`src/rtl/prog_mem_loadable_if.sv`:
```
// ---------------------------------------------------------------------------
// prog_mem_loadable_if
//   Bundles the fetch port and the block-load port of prog_mem_loadable.
//
//   Fetch side : rd_en, rd_addr  -> memory
//                rd_data, rd_valid <- memory
//   Load side  : ld_start, ld_base, ld_count, ld_valid, ld_data -> memory
//                ld_ready, ld_done, busy, ld_sum               <- memory
//
//   Handshake: a load word moves on every rising clock edge where
//   ld_valid & ld_ready are both high. The master holds ld_data stable while
//   ld_valid is high and ld_ready is low; ld_ready does not depend on ld_valid.
//
//   master : the CPU fetch unit / debug loader side (drives requests)
//   slave  : the program memory (drives responses)
// ---------------------------------------------------------------------------
interface prog_mem_loadable_if #(
    parameter int DATA_W = 16,
    parameter int ADDR_W = 8
);
    // Fetch port
    logic              rd_en;
    logic [ADDR_W-1:0] rd_addr;
    logic [DATA_W-1:0] rd_data;
    logic              rd_valid;

    // Load port
    logic              ld_start;
    logic [ADDR_W-1:0] ld_base;
    logic [ADDR_W:0]   ld_count;
    logic              ld_valid;
    logic [DATA_W-1:0] ld_data;
    logic              ld_ready;
    logic              ld_done;
    logic              busy;
    logic [DATA_W-1:0] ld_sum;

    modport master (
        output rd_en, rd_addr,
        input  rd_data, rd_valid,
        output ld_start, ld_base, ld_count, ld_valid, ld_data,
        input  ld_ready, ld_done, busy, ld_sum
    );

    modport slave (
        input  rd_en, rd_addr,
        output rd_data, rd_valid,
        input  ld_start, ld_base, ld_count, ld_valid, ld_data,
        output ld_ready, ld_done, busy, ld_sum
    );
endinterface

```
`src/rtl/prog_mem_loadable.sv`:
```
// ---------------------------------------------------------------------------
// prog_mem_loadable
//   Loadable synchronous program memory for the DAPA core. Holds DEPTH words
//   of DATA_W bits. Fetches are registered (data one cycle after the request);
//   programs are downloaded through a block-load FSM that auto-increments the
//   write pointer and keeps a running checksum of the accepted words.
//
// Ports
//   clk          in   system clock, all state on the rising edge
//   reset        in   asynchronous, active-high; clears control state only,
//                     the memory array keeps its contents
//   bus          slave modport of prog_mem_loadable_if (fetch + load ports)
//   dbg_state_o  out  current FSM state (0 IDLE, 1 LOAD, 2 DONE)
//
// Behaviour summary
//   IDLE : fetches are served; ld_start captures base/count and enters LOAD
//          (or DONE directly for a zero-length block).
//   LOAD : ld_ready high; each transfer writes mem[ptr] (dropped when ptr is
//          unmapped but still counted), bumps ptr (wrapping), adds the word
//          to ld_sum and decrements the remaining count.
//   DONE : single-cycle ld_done pulse, then back to IDLE.
//   busy is high in LOAD and DONE; fetch requests are ignored while busy.
// ---------------------------------------------------------------------------
module prog_mem_loadable #(
    parameter int DATA_W = 16,
    parameter int ADDR_W = 8,
    parameter int DEPTH  = 256
) (
    input  logic                clk,
    input  logic                reset,
    prog_mem_loadable_if.slave  bus,
    output logic [1:0]          dbg_state_o
);

    // Index width of the implemented array; addresses above it are compared
    // against DEPTH as a whole so unmapped addresses never alias.
    localparam int IDX_W = (DEPTH > 1) ? $clog2(DEPTH) : 1;
    localparam logic [ADDR_W:0] DEPTH_L = (ADDR_W + 1)'(DEPTH);

    typedef enum logic [1:0] {
        ST_IDLE = 2'd0,
        ST_LOAD = 2'd1,
        ST_DONE = 2'd2
    } state_t;

    // ------------------------------------------------------------------
    // Storage (no reset: program survives a control reset)
    // ------------------------------------------------------------------
    logic [DATA_W-1:0] mem [DEPTH];

    // ------------------------------------------------------------------
    // Registered state and outputs
    // ------------------------------------------------------------------
    state_t            state_q,     state_d;
    logic [ADDR_W-1:0] ptr_q,       ptr_d;
    logic [ADDR_W:0]   remaining_q, remaining_d;
    logic [DATA_W-1:0] sum_q,       sum_d;
    logic [DATA_W-1:0] rd_data_q,   rd_data_d;
    logic              rd_valid_q,  rd_valid_d;
    logic              ld_ready_q,  ld_ready_d;
    logic              ld_done_q,   ld_done_d;
    logic              busy_q,      busy_d;

    // ------------------------------------------------------------------
    // Address decode
    // ------------------------------------------------------------------
    logic              rd_in_range;
    logic              wr_in_range;
    logic [DATA_W-1:0] rd_word;
    logic              transfer;
    logic              last_word;

    assign rd_in_range = ({1'b0, bus.rd_addr} < DEPTH_L);
    assign wr_in_range = ({1'b0, ptr_q} < DEPTH_L);
    assign rd_word     = mem[bus.rd_addr[IDX_W-1:0]];

    // ld_ready_q is high exactly while in LOAD, so this is the handshake.
    assign transfer  = ld_ready_q & bus.ld_valid;
    assign last_word = (remaining_q == {{ADDR_W{1'b0}}, 1'b1});

    // ------------------------------------------------------------------
    // Next-state logic
    // ------------------------------------------------------------------
    always_comb begin
        state_d     = state_q;
        ptr_d       = ptr_q;
        remaining_d = remaining_q;
        sum_d       = sum_q;
        rd_data_d   = rd_data_q;   // rd_data holds whenever no fetch completes
        rd_valid_d  = 1'b0;
        ld_ready_d  = ld_ready_q;
        ld_done_d   = 1'b0;
        busy_d      = busy_q;

        case (state_q)
            ST_IDLE: begin
                // A fetch and a load start in the same cycle are both honoured.
                if (bus.rd_en) begin
                    rd_valid_d = 1'b1;
                    rd_data_d  = rd_in_range ? rd_word : '0;
                end
                if (bus.ld_start) begin
                    sum_d  = '0;
                    busy_d = 1'b1;
                    if (bus.ld_count != '0) begin
                        state_d     = ST_LOAD;
                        ptr_d       = bus.ld_base;
                        remaining_d = bus.ld_count;
                        ld_ready_d  = 1'b1;
                    end else begin
                        // Empty block: report completion without any write.
                        state_d   = ST_DONE;
                        ld_done_d = 1'b1;
                    end
                end
            end

            ST_LOAD: begin
                if (transfer) begin
                    ptr_d       = ptr_q + 1'b1;   // wraps at 2**ADDR_W
                    sum_d       = sum_q + bus.ld_data;
                    remaining_d = remaining_q - 1'b1;
                    if (last_word) begin
                        state_d    = ST_DONE;
                        ld_ready_d = 1'b0;
                        ld_done_d  = 1'b1;
                    end
                end
            end

            ST_DONE: begin
                state_d = ST_IDLE;
                busy_d  = 1'b0;
            end

            default: begin
                state_d    = ST_IDLE;
                ld_ready_d = 1'b0;
                busy_d     = 1'b0;
            end
        endcase
    end

    // ------------------------------------------------------------------
    // Control registers
    // ------------------------------------------------------------------
    always_ff @(posedge clk or posedge reset) begin
        if (reset) begin
            state_q     <= ST_IDLE;
            ptr_q       <= '0;
            remaining_q <= '0;
            sum_q       <= '0;
            rd_data_q   <= '0;
            rd_valid_q  <= 1'b0;
            ld_ready_q  <= 1'b0;
            ld_done_q   <= 1'b0;
            busy_q      <= 1'b0;
        end else begin
            state_q     <= state_d;
            ptr_q       <= ptr_d;
            remaining_q <= remaining_d;
            sum_q       <= sum_d;
            rd_data_q   <= rd_data_d;
            rd_valid_q  <= rd_valid_d;
            ld_ready_q  <= ld_ready_d;
            ld_done_q   <= ld_done_d;
            busy_q      <= busy_d;
        end
    end

    // ------------------------------------------------------------------
    // Memory write port: unmapped pointer values drop the word silently
    // ------------------------------------------------------------------
    always_ff @(posedge clk) begin
        if (transfer && wr_in_range) begin
            mem[ptr_q[IDX_W-1:0]] <= bus.ld_data;
        end
    end

    // ------------------------------------------------------------------
    // Outputs
    // ------------------------------------------------------------------
    assign bus.rd_data  = rd_data_q;
    assign bus.rd_valid = rd_valid_q;
    assign bus.ld_ready = ld_ready_q;
    assign bus.ld_done  = ld_done_q;
    assign bus.busy     = busy_q;
    assign bus.ld_sum   = sum_q;
    assign dbg_state_o  = state_q;

endmodule

```
`src/flat_wrapper.sv`:
```
// flat-port wrapper written by rule: the top's interface ports become plain ports
module prog_mem_loadable_flat 
#(
    parameter int DATA_W = 16,
    parameter int ADDR_W = 8,
    parameter int DEPTH  = 256
)
  (clk, reset, dbg_state_o, bus_rd_en, bus_rd_addr, bus_rd_data, bus_rd_valid, bus_ld_start, bus_ld_base, bus_ld_count, bus_ld_valid, bus_ld_data, bus_ld_ready, bus_ld_done, bus_busy, bus_ld_sum);
  prog_mem_loadable_if #(.DATA_W(DATA_W), .ADDR_W(ADDR_W)) bus_i ();
  input  logic clk;
  input  logic reset;
  output logic [1:0] dbg_state_o;
  input wire logic [$bits(bus_i.rd_en)-1:0] bus_rd_en;
  input wire logic [$bits(bus_i.rd_addr)-1:0] bus_rd_addr;
  output wire logic [$bits(bus_i.rd_data)-1:0] bus_rd_data;
  output wire logic [$bits(bus_i.rd_valid)-1:0] bus_rd_valid;
  input wire logic [$bits(bus_i.ld_start)-1:0] bus_ld_start;
  input wire logic [$bits(bus_i.ld_base)-1:0] bus_ld_base;
  input wire logic [$bits(bus_i.ld_count)-1:0] bus_ld_count;
  input wire logic [$bits(bus_i.ld_valid)-1:0] bus_ld_valid;
  input wire logic [$bits(bus_i.ld_data)-1:0] bus_ld_data;
  output wire logic [$bits(bus_i.ld_ready)-1:0] bus_ld_ready;
  output wire logic [$bits(bus_i.ld_done)-1:0] bus_ld_done;
  output wire logic [$bits(bus_i.busy)-1:0] bus_busy;
  output wire logic [$bits(bus_i.ld_sum)-1:0] bus_ld_sum;
  assign bus_i.rd_en = bus_rd_en;
  assign bus_i.rd_addr = bus_rd_addr;
  assign bus_rd_data = bus_i.rd_data;
  assign bus_rd_valid = bus_i.rd_valid;
  assign bus_i.ld_start = bus_ld_start;
  assign bus_i.ld_base = bus_ld_base;
  assign bus_i.ld_count = bus_ld_count;
  assign bus_i.ld_valid = bus_ld_valid;
  assign bus_i.ld_data = bus_ld_data;
  assign bus_ld_ready = bus_i.ld_ready;
  assign bus_ld_done = bus_i.ld_done;
  assign bus_busy = bus_i.busy;
  assign bus_ld_sum = bus_i.ld_sum;
  prog_mem_loadable #(.DATA_W(DATA_W), .ADDR_W(ADDR_W), .DEPTH(DEPTH)) u_core (.clk(clk), .reset(reset), .bus(bus_i), .dbg_state_o(dbg_state_o));
endmodule
```
`config.mk`:
```
export PLATFORM = sky130hd
export DESIGN_NAME = prog_mem_loadable_flat
export DESIGN_NICKNAME = d
export VERILOG_FILES = /design/src/rtl/prog_mem_loadable_if.sv /design/src/rtl/prog_mem_loadable.sv /design/src/flat_wrapper.sv
export SDC_FILE = /design/constraint.sdc
export NUM_CORES = 2
export LEC_CHECK = 0
export BUFFER_PORTS_ARGS = -buffer_cell sky130_fd_sc_hd__buf_2
export CAP_MARGIN = 20
export CORE_ASPECT_RATIO = 1.25
export CORE_MARGIN = 10
export CORE_UTILIZATION = 35
export CTS_CLUSTER_DIAMETER = 40
export DETAILED_ROUTE_END_ITERATION = 8
export PLACE_DENSITY = 0.58
export REMOVE_ABC_BUFFERS = 1
export SKIP_LAST_GASP = 1
export SYNTH_ARGS = -nofsm -noshare
export SYNTH_HDL_FRONTEND = slang
export SYNTH_SLANG_ARGS = --single-unit
```
`constraint.sdc`:
```
create_clock -name clk -period 3.5 [get_ports clk]
set_clock_uncertainty 0.15 [all_clocks]
set_input_delay 0.175 -clock clk [delete_from_list [all_inputs] [get_ports clk]]
set_output_delay 0.175 -clock clk [all_outputs]
set_load 0.01 [all_outputs]
```
==> flow_summary.ini <==
[global_route]
track_usage_pct = 17.1
grt_busiest_layer = met2
grt_pass1_wl_um = 602000
met2_usage_pct = 29.8
antenna_found_initial = 37
grt_max_degree = 196
grt_pass1_vias = 77784
grt_overflow = 0
met3_usage_pct = 2.75
use_met1_pct = 21.9

[run_status]
status = completed

[synthesis]
synth-seq-cells = 4151
ys_seq_area_share_pct = 77.9
syn_inst = 6611
synth-edff-count = 4096
netlist_area_sq_mm = 0.160
synth_top_cells_by_count = edfxtp_1 (4096), mux4_2 (1312), nor2_1 (300), clkbuf_1 (211), buf_2 (104)
yosysWarnings = 0
ys_top_cells_by_area = edfxtp_1 (77%), mux4_2 (19%), dfrtp_1 (0.86%), nor2_1 (0.71%), clkbuf_1 (0.50%)
synth_async_sr_flop_share_pct = 1.32
synth.top_cell.area_share_pct = 77.0
synthFlopType = edfxtp_1
synth.most_common_cell = edfxtp_1
synth_top_area_cell = edfxtp_1
syn_avg_cell_area_sq_um = 24.2
ys_types = 53

[worst_setup_path]
start_kind = register
critPathCaptureType = register
regToRegStartpoint = u_core.dbg_state_o[1]$_DFFE_PP0P_
crit_top_cell = buf_4
worstPathRequired_ns = 4.23
path_cells = nor2_1 -> nand2_1 -> buf_4 -> or3_1 -> buf_4 -> nor2b_1 -> a211oi_1 -> buf_4 -> nand3_1
crit_slowest_cell = nor2b_1
cpPeakStageDelay_ns = 0.78
crit_fanout = 17
rr_worst_depth = 9
cp.arrival_ns = 4.09
path_class = register to register
r2r_end = u_core.bus.rd_data[10]$_DFFE_PP0P_
r2r_slack_ns = 0.14

[routing]
drt_iter0_drc = 8792
drc = 0
vias = 75287
avgRoutedWirePerCell_um = 30.7
drt-total-wl_um = 426000
drt-pass1-iter-count = 5
viasPerCell = 5.43
detail-route-antenna-nets = 0

[power_and_ir_drop]
peakVddDrop_v = 0.000424
finalPower_mw = 110
p_per_area_mw_per_mm2 = 586
p_leak_nw = 58.8

[clocking]
clk_pin_slew_ns = 0.06
root_buffer = clkbuf_16
cts_tree = built
htreeDepth = 5
cts_inserted_buffers = 425
worstSkewPairLatency_ns = 0.94
max-clock-path-buffers = 4
cts_sinks = 4151

[placement]
hpwl_um = 266000
gp_congestion = 0.820
pre_cts_slack_ns = -0.478
portBuffers = 83

[flow_run]
cap_violations = 0

[timing]
slew_headroom_pct = 3.25
rsz0062_at_grt = no
tightestPinTransition_ns = 1.45
setup_ws_ns = 0.141
fmaxAchievable_ghz = 0.298
finalCriticalPeriod_ns = 3.36
setup-violations-final = 0
finalMaxSlewViolations = 0
hold_violations = 0
finalCritPeriodShare_pct = 96.0

[die]
initial_core_util_pct = 35.1
pin_count = 84
die_y_um = 775
die_area_sq_mm = 0.484
core_sq_mm = 0.455
rows = 277
die_w_um = 624

[worst_hold_path]
worstHoldStart = bus_ld_base[5]
hold-path-cell-count = 4
worst_hold_path_type = input port to register
min_to = u_core.ptr_q[5]$_DFFE_PP0P_

[layout]
nets = 7572
syn_to_final_growth_pct = 17.6
drive_above_1_share_pct = 35.7
fillCellCount = 39059
## stage by stage
step / hold WS, ns / utilization, % / std cells / setup TNS, ns / area [sq um]
after global placement: 0.151 / 38.0 / 13007 / -5.20 / 173000
after detailed placement: 0.159 / 38.0 / 13007 / -4.73 / 173000
after global routing: 0.0367 / 41.3 / 13855 / 0 / 188000
final: 0.0685 / 41.3 / 13872 / 0 / 188000
after CTS: 0.00892 / 41.3 / 13852 / 0 / 188000
after floorplan: 0.124 / - / 6247 / 0 / 158000
## sequential cells by signal, indices dropped and copies added (netlist names)
signal	flops
u_core.dbg_state_o	2
u_core.bus.rd_data	16
u_core.bus.rd_valid	1
u_core.ptr_q	8
u_core.bus.busy	1
u_core.remaining_q	9
u_core.mem	4096
u_core.bus.ld_ready	1
u_core.bus.ld_sum	16
u_core.bus.ld_done	1
## critical path: cells and delay by family (launching register included)
kind	cells	cell delay [ns]
AOI/OAI and AO/OA	1	0.15
buffers and inverters	3	0.79
DFF	1	0.51
and+or+nand+nor	5	1.67
## power by group
| part | leakage (nW) | switching (mW) | internal [mW] | total (mW) |
|---|---|---|---|---|
| Sequential | 37.5 | 0.650 | 55.3 | 56.0 |
| Clock | 6.76 | 19.5 | 26.0 | 45.5 |
| Combinational | 14.5 | 5.33 | 3.23 | 8.57 |
## cells in the final DEF (no fill, tap or decap), types with 59 or more instances in the layout
master,instances
buf_12,125
buf_2,61
buf_4,557
clkbuf_1,67
clkbuf_16,432
clkinv_2,59
dlygate4sd3_1,68
edfxtp_1,4096
mux4_2,1312
nand2_1,92
nor2_1,270
## what timing repair did
| item | CTS | global route |
|---|---|---|
| buffers inserted | 0 | 0 |
| setup endpoints to repair | 0 | 1 |
| endpoints found under the hold margin | 1937 | 0 |
| hold buffers | 68 | 0 |
| gates resized for setup | 0 | 2 |
## cell type report
cell class	count	area [sq um]	area share (%)
Clock buffer	501	11100	5.91
Tap cell	5998	7500	4.00
Inverter	14	52.6	0.0280
Clock inverter	276	2940	1.57
Sequential cell	4151	124000	66.2
Timing Repair Buffer	830	7950	4.24
Antenna cell	20	50.0	0.0267
Multi-Input combinational cell	2082	33800	18.0
## cell families (layout without fill, tap and decap cells)
logic type / count (synthesis) / after routing / share of synthesized area, %
AO/OA/AOI/OAI: 146 / 146 / 0.557
AND/OR/NAND/NOR: 545 / 545 / 1.50
other: 0 / 20 / 0
multiplexers: 1361 / 1361 / 18.8
adder cells (fa/ha/maj): 22 / 22 / 0.177
flip-flops: 4151 / 4151 / 77.9
XOR/XNOR: 8 / 8 / 0.0439
buffers and inverters: 378 / 1621 / 1.00
## how the worst max path moves through the flow
stage,start,to,cells past startpoint
3_5_place_dp,bus_rd_addr[0],u_core.bus.rd_data[10]$_DFFE_PP0P_,11
5_1_grt,u_core.dbg_state_o[1]$_DFFE_PP0P_,u_core.bus.rd_data[4]$_DFFE_PP0P_,9
4_1_cts,u_core.dbg_state_o[1]$_DFFE_PP0P_,u_core.bus.rd_data[4]$_DFFE_PP0P_,9
6_report,u_core.dbg_state_o[1]$_DFFE_PP0P_,u_core.bus.rd_data[10]$_DFFE_PP0P_,9
2_1_floorplan,u_core.ptr_q[4]$_DFFE_PP0P_,u_core.mem[146][0]$_DFFE_PP_,6
3_3_place_gp,bus_rd_addr[0],u_core.bus.rd_data[6]$_DFFE_PP0P_,11
## per-layer routing
| layer | wire (um) | up-vias |
|---|---|---|
| met2 | 219000 | 2970 |
| met1 | 163000 | 41395 |
| met5 | 55 | - |
| met4 | 15000 | 8 |
| met3 | 28600 | 617 |
| li1 | - | 30297 |
(Power assumes the default switching activity.)
